--- src/rtl/ifu_fq_if.sv ---
// Fetch-unit bus bundle: the instruction-memory request/response pair and the
// valid/ready hand-off of the queue head toward decode.
interface ifu_fq_if #(
    parameter int XLEN    = 32,
    parameter int IMEM_AW = 16
);
    logic               imem_req;
    logic [IMEM_AW-1:0] imem_addr;
    logic [31:0]        imem_rdata;
    logic               if_valid;
    logic               if_ready;
    logic [XLEN-1:0]    if_pc;
    logic [31:0]        if_instr;
    logic               if_pred_taken;

    modport master (
        output imem_req, imem_addr,
        input  imem_rdata,
        output if_valid, if_pc, if_instr, if_pred_taken,
        input  if_ready
    );

    modport slave (
        input  imem_req, imem_addr,
        output imem_rdata,
        input  if_valid, if_pc, if_instr, if_pred_taken,
        output if_ready
    );
endinterface

--- src/rtl/ifu_fq.sv ---
// Instruction fetch unit: issues imem reads, predecodes responses with static
// prediction (jal and backward branches taken) and buffers them in a FIFO.
module ifu_fq #(
    parameter int              XLEN      = 32,
    parameter int              FQ_DEPTH  = 4,
    parameter logic [XLEN-1:0] BOOT_ADDR = 32'h0000_0000,
    parameter int              IMEM_AW   = 16
) (
    input  logic                        clk,
    input  logic                        rst,
    input  logic                        flush_flag,
    input  logic [XLEN-1:0]             flush_addr,
    output logic [$clog2(FQ_DEPTH):0]   fq_count,
    ifu_fq_if.master                    bus
);
    localparam int AW = $clog2(FQ_DEPTH);
    localparam logic [AW+1:0] DEPTH_W = (AW+2)'(FQ_DEPTH);

    logic [XLEN-1:0] fetch_pc_reg, resp_pc_reg;
    logic            inflight_reg, kill_reg;
    logic [AW:0]     count_reg, count_next, remain;
    logic [AW-1:0]   wr_ptr_reg, rd_ptr_reg, rd_ptr_next;

    logic [XLEN-1:0] pc_mem    [FQ_DEPTH];
    logic [31:0]     instr_mem [FQ_DEPTH];
    logic            pred_mem  [FQ_DEPTH];

    logic            head_valid_reg, head_pred_reg;
    logic [XLEN-1:0] head_pc_reg;
    logic [31:0]     head_instr_reg;

    logic [31:0]     rdata;
    logic [XLEN-1:0] imm, target;
    logic            pred_taken, enq, deq, redirect, issue;
    logic [AW+1:0]   occ;
    logic            unused_addr_lsbs;

    assign rdata            = bus.imem_rdata;
    assign unused_addr_lsbs = ^flush_addr[1:0];

    // Static predecode: only jal and backward conditional branches redirect.
    always_comb begin
        imm        = '0;
        pred_taken = 1'b0;
        unique case (rdata[6:0])
            7'b1100011: begin
                imm        = {{(XLEN-12){rdata[31]}}, rdata[7], rdata[30:25], rdata[11:8], 1'b0};
                pred_taken = rdata[31];
            end
            7'b1101111: begin
                imm        = {{(XLEN-20){rdata[31]}}, rdata[19:12], rdata[20], rdata[30:21], 1'b0};
                pred_taken = 1'b1;
            end
            default: begin
                imm        = '0;
                pred_taken = 1'b0;
            end
        endcase
    end

    assign target   = resp_pc_reg + imm;
    assign enq      = inflight_reg && !kill_reg && !flush_flag;
    assign redirect = enq && pred_taken;
    assign deq      = head_valid_reg && bus.if_ready && !flush_flag;

    // The in-flight slot is reserved so a response always has room on arrival.
    assign occ   = {1'b0, count_reg} + (AW+2)'(inflight_reg);
    assign issue = rst && !flush_flag && (occ < DEPTH_W);

    assign bus.imem_req      = issue;
    assign bus.imem_addr     = fetch_pc_reg[IMEM_AW-1:0];
    assign bus.if_valid      = head_valid_reg;
    assign bus.if_pc         = head_pc_reg;
    assign bus.if_instr      = head_instr_reg;
    assign bus.if_pred_taken = head_pred_reg;
    assign fq_count          = count_reg;

    always_comb begin
        count_next = count_reg;
        unique case ({enq, deq})
            2'b10:   count_next = count_reg + (AW+1)'(1);
            2'b01:   count_next = count_reg - (AW+1)'(1);
            default: count_next = count_reg;
        endcase
    end

    assign rd_ptr_next = deq ? rd_ptr_reg + AW'(1) : rd_ptr_reg;
    assign remain      = count_reg - (AW+1)'(deq);

    always_ff @(posedge clk) begin
        if (rst && enq) begin
            pc_mem[wr_ptr_reg]    <= resp_pc_reg;
            instr_mem[wr_ptr_reg] <= rdata;
            pred_mem[wr_ptr_reg]  <= pred_taken;
        end
    end

    always_ff @(posedge clk) begin
        if (!rst) begin
            fetch_pc_reg   <= BOOT_ADDR;
            resp_pc_reg    <= '0;
            inflight_reg   <= 1'b0;
            kill_reg       <= 1'b0;
            count_reg      <= '0;
            wr_ptr_reg     <= '0;
            rd_ptr_reg     <= '0;
            head_valid_reg <= 1'b0;
            head_pc_reg    <= '0;
            head_instr_reg <= '0;
            head_pred_reg  <= 1'b0;
        end else if (flush_flag) begin
            fetch_pc_reg   <= {flush_addr[XLEN-1:2], 2'b00};
            inflight_reg   <= 1'b0;
            kill_reg       <= 1'b0;
            count_reg      <= '0;
            wr_ptr_reg     <= '0;
            rd_ptr_reg     <= '0;
            head_valid_reg <= 1'b0;
        end else begin
            if (redirect)
                fetch_pc_reg <= target;
            else if (issue)
                fetch_pc_reg <= fetch_pc_reg + XLEN'(4);
            if (issue)
                resp_pc_reg <= fetch_pc_reg;
            inflight_reg <= issue;
            kill_reg     <= issue && redirect;
            count_reg    <= count_next;
            rd_ptr_reg   <= rd_ptr_next;
            if (enq)
                wr_ptr_reg <= wr_ptr_reg + AW'(1);
            // Head register: next oldest stored entry, else the arriving one, else hold.
            head_valid_reg <= (count_next != '0);
            if (remain != '0) begin
                head_pc_reg    <= pc_mem[rd_ptr_next];
                head_instr_reg <= instr_mem[rd_ptr_next];
                head_pred_reg  <= pred_mem[rd_ptr_next];
            end else if (enq) begin
                head_pc_reg    <= resp_pc_reg;
                head_instr_reg <= rdata;
                head_pred_reg  <= pred_taken;
            end
        end
    end
endmodule

--- src/flat_wrapper.sv ---
// flat-port wrapper written by rule: the top's interface ports become plain ports
module ifu_fq_flat 
#(
    parameter int              XLEN      = 32,
    parameter int              FQ_DEPTH  = 4,
    parameter logic [XLEN-1:0] BOOT_ADDR = 32'h0000_0000,
    parameter int              IMEM_AW   = 16
)
  (clk, rst, flush_flag, flush_addr, fq_count, bus_imem_req, bus_imem_addr, bus_imem_rdata, bus_if_valid, bus_if_pc, bus_if_instr, bus_if_pred_taken, bus_if_ready);
  ifu_fq_if #(.XLEN(XLEN), .IMEM_AW(IMEM_AW)) bus_i ();
  input  logic clk;
  input  logic rst;
  input  logic flush_flag;
  input  logic [XLEN-1:0] flush_addr;
  output logic [$clog2(FQ_DEPTH):0] fq_count;
  output wire logic [$bits(bus_i.imem_req)-1:0] bus_imem_req;
  output wire logic [$bits(bus_i.imem_addr)-1:0] bus_imem_addr;
  input wire logic [$bits(bus_i.imem_rdata)-1:0] bus_imem_rdata;
  output wire logic [$bits(bus_i.if_valid)-1:0] bus_if_valid;
  output wire logic [$bits(bus_i.if_pc)-1:0] bus_if_pc;
  output wire logic [$bits(bus_i.if_instr)-1:0] bus_if_instr;
  output wire logic [$bits(bus_i.if_pred_taken)-1:0] bus_if_pred_taken;
  input wire logic [$bits(bus_i.if_ready)-1:0] bus_if_ready;
  assign bus_imem_req = bus_i.imem_req;
  assign bus_imem_addr = bus_i.imem_addr;
  assign bus_i.imem_rdata = bus_imem_rdata;
  assign bus_if_valid = bus_i.if_valid;
  assign bus_if_pc = bus_i.if_pc;
  assign bus_if_instr = bus_i.if_instr;
  assign bus_if_pred_taken = bus_i.if_pred_taken;
  assign bus_i.if_ready = bus_if_ready;
  ifu_fq #(.XLEN(XLEN), .FQ_DEPTH(FQ_DEPTH), .BOOT_ADDR(BOOT_ADDR), .IMEM_AW(IMEM_AW)) u_core (.clk(clk), .rst(rst), .flush_flag(flush_flag), .flush_addr(flush_addr), .fq_count(fq_count), .bus(bus_i));
endmodule
--- config.mk ---
export PLATFORM = sky130hd
export DESIGN_NAME = ifu_fq_flat
export DESIGN_NICKNAME = d
export VERILOG_FILES = /design/src/rtl/ifu_fq_if.sv /design/src/rtl/ifu_fq.sv /design/src/flat_wrapper.sv
export SDC_FILE = /design/constraint.sdc
export NUM_CORES = 1
export LEC_CHECK = 0
export CAP_MARGIN = 20
export CORE_MARGIN = 4
export CORE_UTILIZATION = 50
export CTS_CLUSTER_DIAMETER = 80
export DETAILED_ROUTE_END_ITERATION = 6
export PLACE_DENSITY = 0.71
export SYNTH_ARGS = -nofsm -noshare
export SYNTH_HDL_FRONTEND = slang
export SYNTH_SLANG_ARGS = --single-unit
--- constraint.sdc ---
create_clock -name clk -period 3.75 [get_ports clk]
set_input_delay 0.75 -clock clk [delete_from_list [all_inputs] [get_ports clk]]
set_output_delay 0.75 -clock clk [all_outputs]
set_load 0.01 [all_outputs]
After elaboration in Yosys (flattened, before gate mapping):

Memory sizes are Yosys's and may differ from the RTL's.
Cells that the tools add are included.

* $add $sub $neg: 8
* multiply operators: 0
* divide/modulo/power cells: 0
* order comparisons: 1
* eq/ne operators: 4
* shift-type cells: 0
* muxes and demuxes: 15
* bitwise operators: 2
* reduce and logical (&&, ||, !) cells: 19

Operator list (number)
* 32-bit two-way mux: 7
* 32-bit case mux with 2 select lines: 1
* 32-bit by 3-bit adder with 32-bit output, second input constant: 1
* 32-bit adder: 1
* 7-bit == test, second input constant: 2
* 1-bit logical AND: 9
* 3-bit nonzero test: 3
* 3-bit case mux with 2 select lines: 1
* 2-bit by 1-bit adder with 2-bit output, second input constant: 2
* 3-bit by 1-bit adder with 4-bit output: 1
* 4-bit by 3-bit < comparator with 1-bit output, second input constant: 1
* 1-bit two-way mux: 4
* 2-bit AND reduction: 2
* 2-bit nonzero test: 2
* 3-bit by 1-bit adder with 3-bit output, second input constant: 1
* 3-bit by 1-bit subtractor with 3-bit output: 1
* 3-bit by 1-bit subtractor with 3-bit output, second input constant: 1
* 2-bit by 1-bit == test with 1-bit output, second input constant: 1
* 2-bit == test, second input constant: 1
* 1-bit zero test: 2
* 2-bit two-way mux: 1
* 1-bit inverter: 2
* 1-bit case mux with 2 select lines: 1
* 2-bit OR reduction: 1

* register bits after elaboration: 139
* bits in latches: 0
* bits in writable memories: 260
* ROM bits: 0
* input bits: 68
* output and inout bits: 86
* memories kept: 3

Memories
* u_core.instr_mem: words 4, width 32, read ports 1, clocked after Yosys merged registers in 0, wr ports 1, line ifu_fq.sv:25 `logic [31:0] instr_mem [FQ_DEPTH];`
* u_core.pc_mem: words 4, width 32, read ports 1, clocked after Yosys merged registers in 0, wr ports 1, line ifu_fq.sv:24 `logic [XLEN-1:0] pc_mem [FQ_DEPTH];`
* u_core.pred_mem: words 4, width 1, read ports 1, clocked after Yosys merged registers in 0, wr ports 1, line ifu_fq.sv:26 `logic pred_mem [FQ_DEPTH];`

Logic depth before layout (Yosys ltp):

* depth in word-level cells: 6
* gate-level depth with buffers: 15

Worst setup path before layout:

No wires, ideal clock.

* path type: input to register
* start: input port bus_imem_rdata[3]
* end: register u_core.fetch_pc_reg[31]
* setup time: 93 ps
* data arrival time: 3378 ps
* slack: 279 ps
* stages on the path: 12
* cell sequence: nor2_1 -> a22oi_1 -> or2_2 -> fa_1 -> nor2b_1 -> o2111ai_1 -> a211oi_2 -> o21ai_1 -> o211ai_2 -> a31oi_1 -> mux2_1 -> o311ai_2

* word-level cells in the longest chain between the ends: 5
* elaborated cells on any way between the ends: 9
* classes of those cells: add/sub (1); eq/ne (2); mux (4); reduce/logical (2)

Ends and longest elaborated chain
* start, declared: line flat_wrapper.sv:18 `input wire logic [$bits(bus_i.imem_rdata)-1:0] bus_imem_rdata;`
* 7-bit == test: line ifu_fq.sv:45 `unique case (rdata[6:0])`
* 32-bit case mux with 2 select lines or 1-bit case mux with 2 select lines (tied branches): line ifu_fq.sv:45
* 32-bit adder or 1-bit logical AND (tied branches): line ifu_fq.sv:61, ifu_fq.sv:63
* 32-bit two-way mux: line ifu_fq.sv:120 `if (redirect)`
* 32-bit two-way mux: line ifu_fq.sv:111 `end else if (flush_flag) begin`
* end signal, assigned: line ifu_fq.sv:112 `fetch_pc_reg <= {flush_addr[XLEN-1:2], 2'b00};`
* end signal, assigned: line ifu_fq.sv:121 `fetch_pc_reg <= target;`
* end signal, assigned: line ifu_fq.sv:123 `fetch_pc_reg <= fetch_pc_reg + XLEN'(4);`
* end, declared: line ifu_fq.sv:19 `logic [XLEN-1:0] fetch_pc_reg, resp_pc_reg;`

Several ways; a longest one is shown, not always the timed one.
A chain may end at the register's enable or synchronous reset.

Final worst setup path:

* start: input port bus_imem_rdata[5]
* end: register u_core.fetch_pc_reg[15]

Same word-level chain as after synthesis.

==> results.ini <==
[status]
status = complete, no violations

[timing]
hold_viol_final = 0
fmax_mhz = 276
fin_worst_skew_ns = 0.0130
fin_ws_ns = 0.128
slew_headroom_pct = 47.9
setup_viol = 0
fin_crit_ns = 3.62
drv_slew = 0
post-route-period-util_pct = 96.6
worst_pin_slew_ns = 0.775

[worst_setup_path]
crit_arrival_ns = 4.08
r2r_start = u_core.resp_pc_reg[1]
critPathRequiredTime_ns = 4.21
r2r-end = u_core.fetch_pc_reg[15]
crit_path_end_kind = flop
crit_family = compound AO/OA/AOI/OAI gates
cp.buffers_inverters = 4
crit_type = in -> reg
start_kind = input pin
r2r_slack_ns = 0.74
rr_worst_depth = 13
path_max_fanout = 5
cpPeakStageDelay_ns = 0.49
crit_path_frequent_cell = buf_4
cpMaxStageDelayCell = clkdlybuf4s50_1
cp_cell_sequence = clkdlybuf4s50_1, nor2b_4, nand4_4, nor2_4, ha_2, inv_1, fa_1, nor2b_2, o2111ai_2, a211oi_2, buf_4, o21ba_1, or2_1, buf_4, xor2_1, nor2_1, a211oi_1

[synthesis]
synth_warnings = 0
synth_top_area_share_pct = 43.9
synth_top_cell_by_area = edfxtp_1
synthArstFlopShare_pct = 0
postSynthCellCount = 1451
syn-num-nets = 1558
ys_ff_latch = 399
synth_flop_cell = edfxtp_1
synth_seq_area_share_pct = 59.6
synth_edf_count = 260
synth.area.top_cells = edfxtp_1, dfxtp_1, mux4_2
avgSynthCellArea_sq_um = 12.2
netlist_area_sq_um = 17800
yosysUniqueCellTypes = 78

[global_routing]
grt_max_degree = 134
grt_pass1_wl_um = 72600
overflow = 0
grt_pass1_vias = 12672
antenna_found_initial = 0
track_usage_pct = 23.9

[power_and_ir_drop]
p_int_mw = 7.38
combPwrFrac_pct = 7.6
power_density_nw_per_um2 = 429
p_seq_share_pct = 51.0
switchingPower_mw = 2.16
swShare_pct = 22.7
clock_power_share_pct = 41.4
max-vdd-ir-drop_mv = 0.312
p_leak_nw = 8.10

[placed_design]
gp_congestion = 0.900
portBuffers = 151
hpwl_um = 30400
place_inst = 2125
dpl_worst_slack_ns = -0.539

[worst_hold_path]
whs_endpoint = u_core.resp_pc_reg[0]
whs_path_depth = 2
hold_class = reg -> reg

[cts]
clk_pin_slew_ns = 0.07
clockBufferDepth = 3
cts_sinks = 399
insertion_delay_ns = 0.54
htree_levels = 2
cts-root-buf = clkbuf_16
cts_tree = built
cts-buffers-inserted = 42

[detailed_routing]
via_per_inst = 5.85
ant_nets = 0
via_count = 12905
dr.pass1.iters = 5
wl_per_cell_um = 21.4
drt_wl_total_um = 47200
first_iter_violations = 1112
drc = 0

[layout]
num-nets-final = 1824
fillers = 2600
reg_top3 = u_core.instr_mem (128), u_core.pc_mem (128)
drive_gt1_share_pct = 19.7
synthToLayoutAreaGrowth_pct = 25.2
stdcell_count = 2205
regArea_sq_um = 10600
multi_input_area_sq_um = 6750

[die]
fp.dieW_um = 197
core_area_sq_um = 34800
die_h_um = 197
initial_core_util_pct = 51.1
rows = 68
ioPinCount = 154
dieArea_sq_um = 38600

[run]
drv_cap = 0

==> area by class of cell <==
cell class	count	share of cell area, %
multi-input combinational	929	30.3
tap	455	2.56
antenna	1	0.0112
inverter	22	0.371
sequential	399	47.6
timing repair buffer	323	13.3
clock inverter	16	0.529
clock buffer	60	5.30
==> how the worst max path moves through the flow <==
stage	slack, ns	start	depth (start not counted)	end
5_1_grt	-0.06	bus_imem_rdata[5]	15	u_core.fetch_pc_reg[31]
3_3_place_gp	-0.47	bus_imem_rdata[5]	16	u_core.fetch_pc_reg[30]
6_report	0.13	bus_imem_rdata[5]	17	u_core.fetch_pc_reg[15]
2_1_floorplan	0.28	bus_imem_rdata[3]	12	u_core.fetch_pc_reg[31]
4_1_cts	0.01	bus_imem_rdata[5]	15	u_core.fetch_pc_reg[31]
3_5_place_dp	-0.54	bus_imem_rdata[5]	15	u_core.fetch_pc_reg[31]
==> metrics by stage <==
| stage | util [%] | area, sq um | power, mW | hold slack [ns] | setup TNS (ns) |
|---|---|---|---|---|---|
| after global placement | 59.9 | 20800 | 5.66 | 0.476 | -6.53 |
| after detailed placement | 59.9 | 20800 | 5.68 | 0.472 | -7.47 |
| after CTS | 63.6 | 22100 | 9.60 | 0.491 | 0 |
| after floorplan | - | 17800 | 5.27 | 0.444 | 0 |
| after global routing | 63.9 | 22200 | 9.86 | 0.508 | -0.217 |
| final | 63.9 | 22200 | 9.54 | 0.487 | 0 |
==> worst reg2reg max path: cells and delay by family, from the launching register on <==
| family | cells | cell delay [ns] |
|---|---|---|
| compound gates | 4 | 0.92 |
| fa+ha+maj | 2 | 0.65 |
| flops | 1 | 0.51 |
| simple gates | 3 | 0.36 |
| buf+inv | 3 | 0.33 |
| xor+xnor | 1 | 0.17 |
==> power by group through the flow <==
stage / logic [mW] / clock network (mW) / registers, mW
after floorplan: 0.326 / 0 / 4.95
after global placement: 0.705 / 0 / 4.95
after detailed placement: 0.718 / 0 / 4.96
after CTS: 0.724 / 4.01 / 4.87
after global routing: 0.785 / 4.19 / 4.88
final: 0.726 / 3.95 / 4.87
==> per-layer routing <==
metal | wire [um] | global-route usage [%] | share of wire, % | vias up
li1 | - | - | - | 5965
met1 | 21000 | 35.6 | 44 | 6386
met2 | 21600 | 37.5 | 46 | 500
met3 | 3840 | 3.90 | 8.1 | 54
met4 | 801 | 5.09 | 1.7 | 0
met5 | 0 | 0 | 0 | -
==> placed cells by master, fill, tap and decap left out, types with 4 or more instances in the layout <==
cell,count
edfxtp_1,260
nand2_1,255
buf_4,160
clkdlybuf4s50_1,147
dfxtp_1,139
o21ai_0,89
a31oi_1,68
mux4_2,65
nor2_1,59
a21oi_1,46
clkbuf_16,43
ha_1,36
a21boi_1,33
xnor2_1,27
xor2_1,25
a21o_1,21
nand3_1,19
inv_1,17
nand4_1,13
clkbuf_1,13
o21ai_1,12
buf_12,12
and2_1,11
nor3_1,10
clkinv_2,10
a211oi_1,9
o221ai_1,9
a22oi_1,6
and3_1,6
o211ai_1,6
inv_2,5
nor2b_1,5
a211oi_2,5
a22o_1,5
and3_2,4
mux2i_1,4
clkbuf_8,4
==> kinds of logic after synthesis <==
group	Yosys count	synth area share (%)
simple gates	408	10.1
compound gates	357	13.1
buf+inv	123	3.16
flops	399	59.6
fa+ha+maj	39	2.83
xor+xnor	54	2.66
mux	71	8.59
==> synth_stat cells (3+ instances only) <==
cell type  number
o31ai_1         3
xor2_1         26
nor2_1         62
a211o_1         3
clkbuf_1       64
a22oi_1         7
buf_4          23
o21ai_1        13
mux2i_1         4
a21boi_1       33
nor2b_1         7
a21oi_1        46
nand3_1        20
o211ai_1        6
edfxtp_1      260
a31oi_1        70
o21bai_1        3
buf_1           3
mux4_2         65
o221ai_1        9
a211oi_2        4
a21o_1         21
inv_2           5
o2111ai_1       3
nor3_1         10
o211a_1         3
and2_1         11
a211oi_1       10
buf_2          11
nand2_1       255
o22ai_1         3
a22o_1          5
xnor2_1        28
ha_1           37
dfxtp_1       139
nand4_1        13
o21ai_0        89
and3_1         10
inv_1          17
==> repair_timing <==
action / CTS / global route
hold endpoints to repair: 0 / 0
setup endpoints to repair: 1 / 16
buffers inserted: 0 / 3
pin swaps: 1 / 7
resized for setup: 1 / 20
hold buffers: 0 / 0
(Power assumes the default switching activity.)
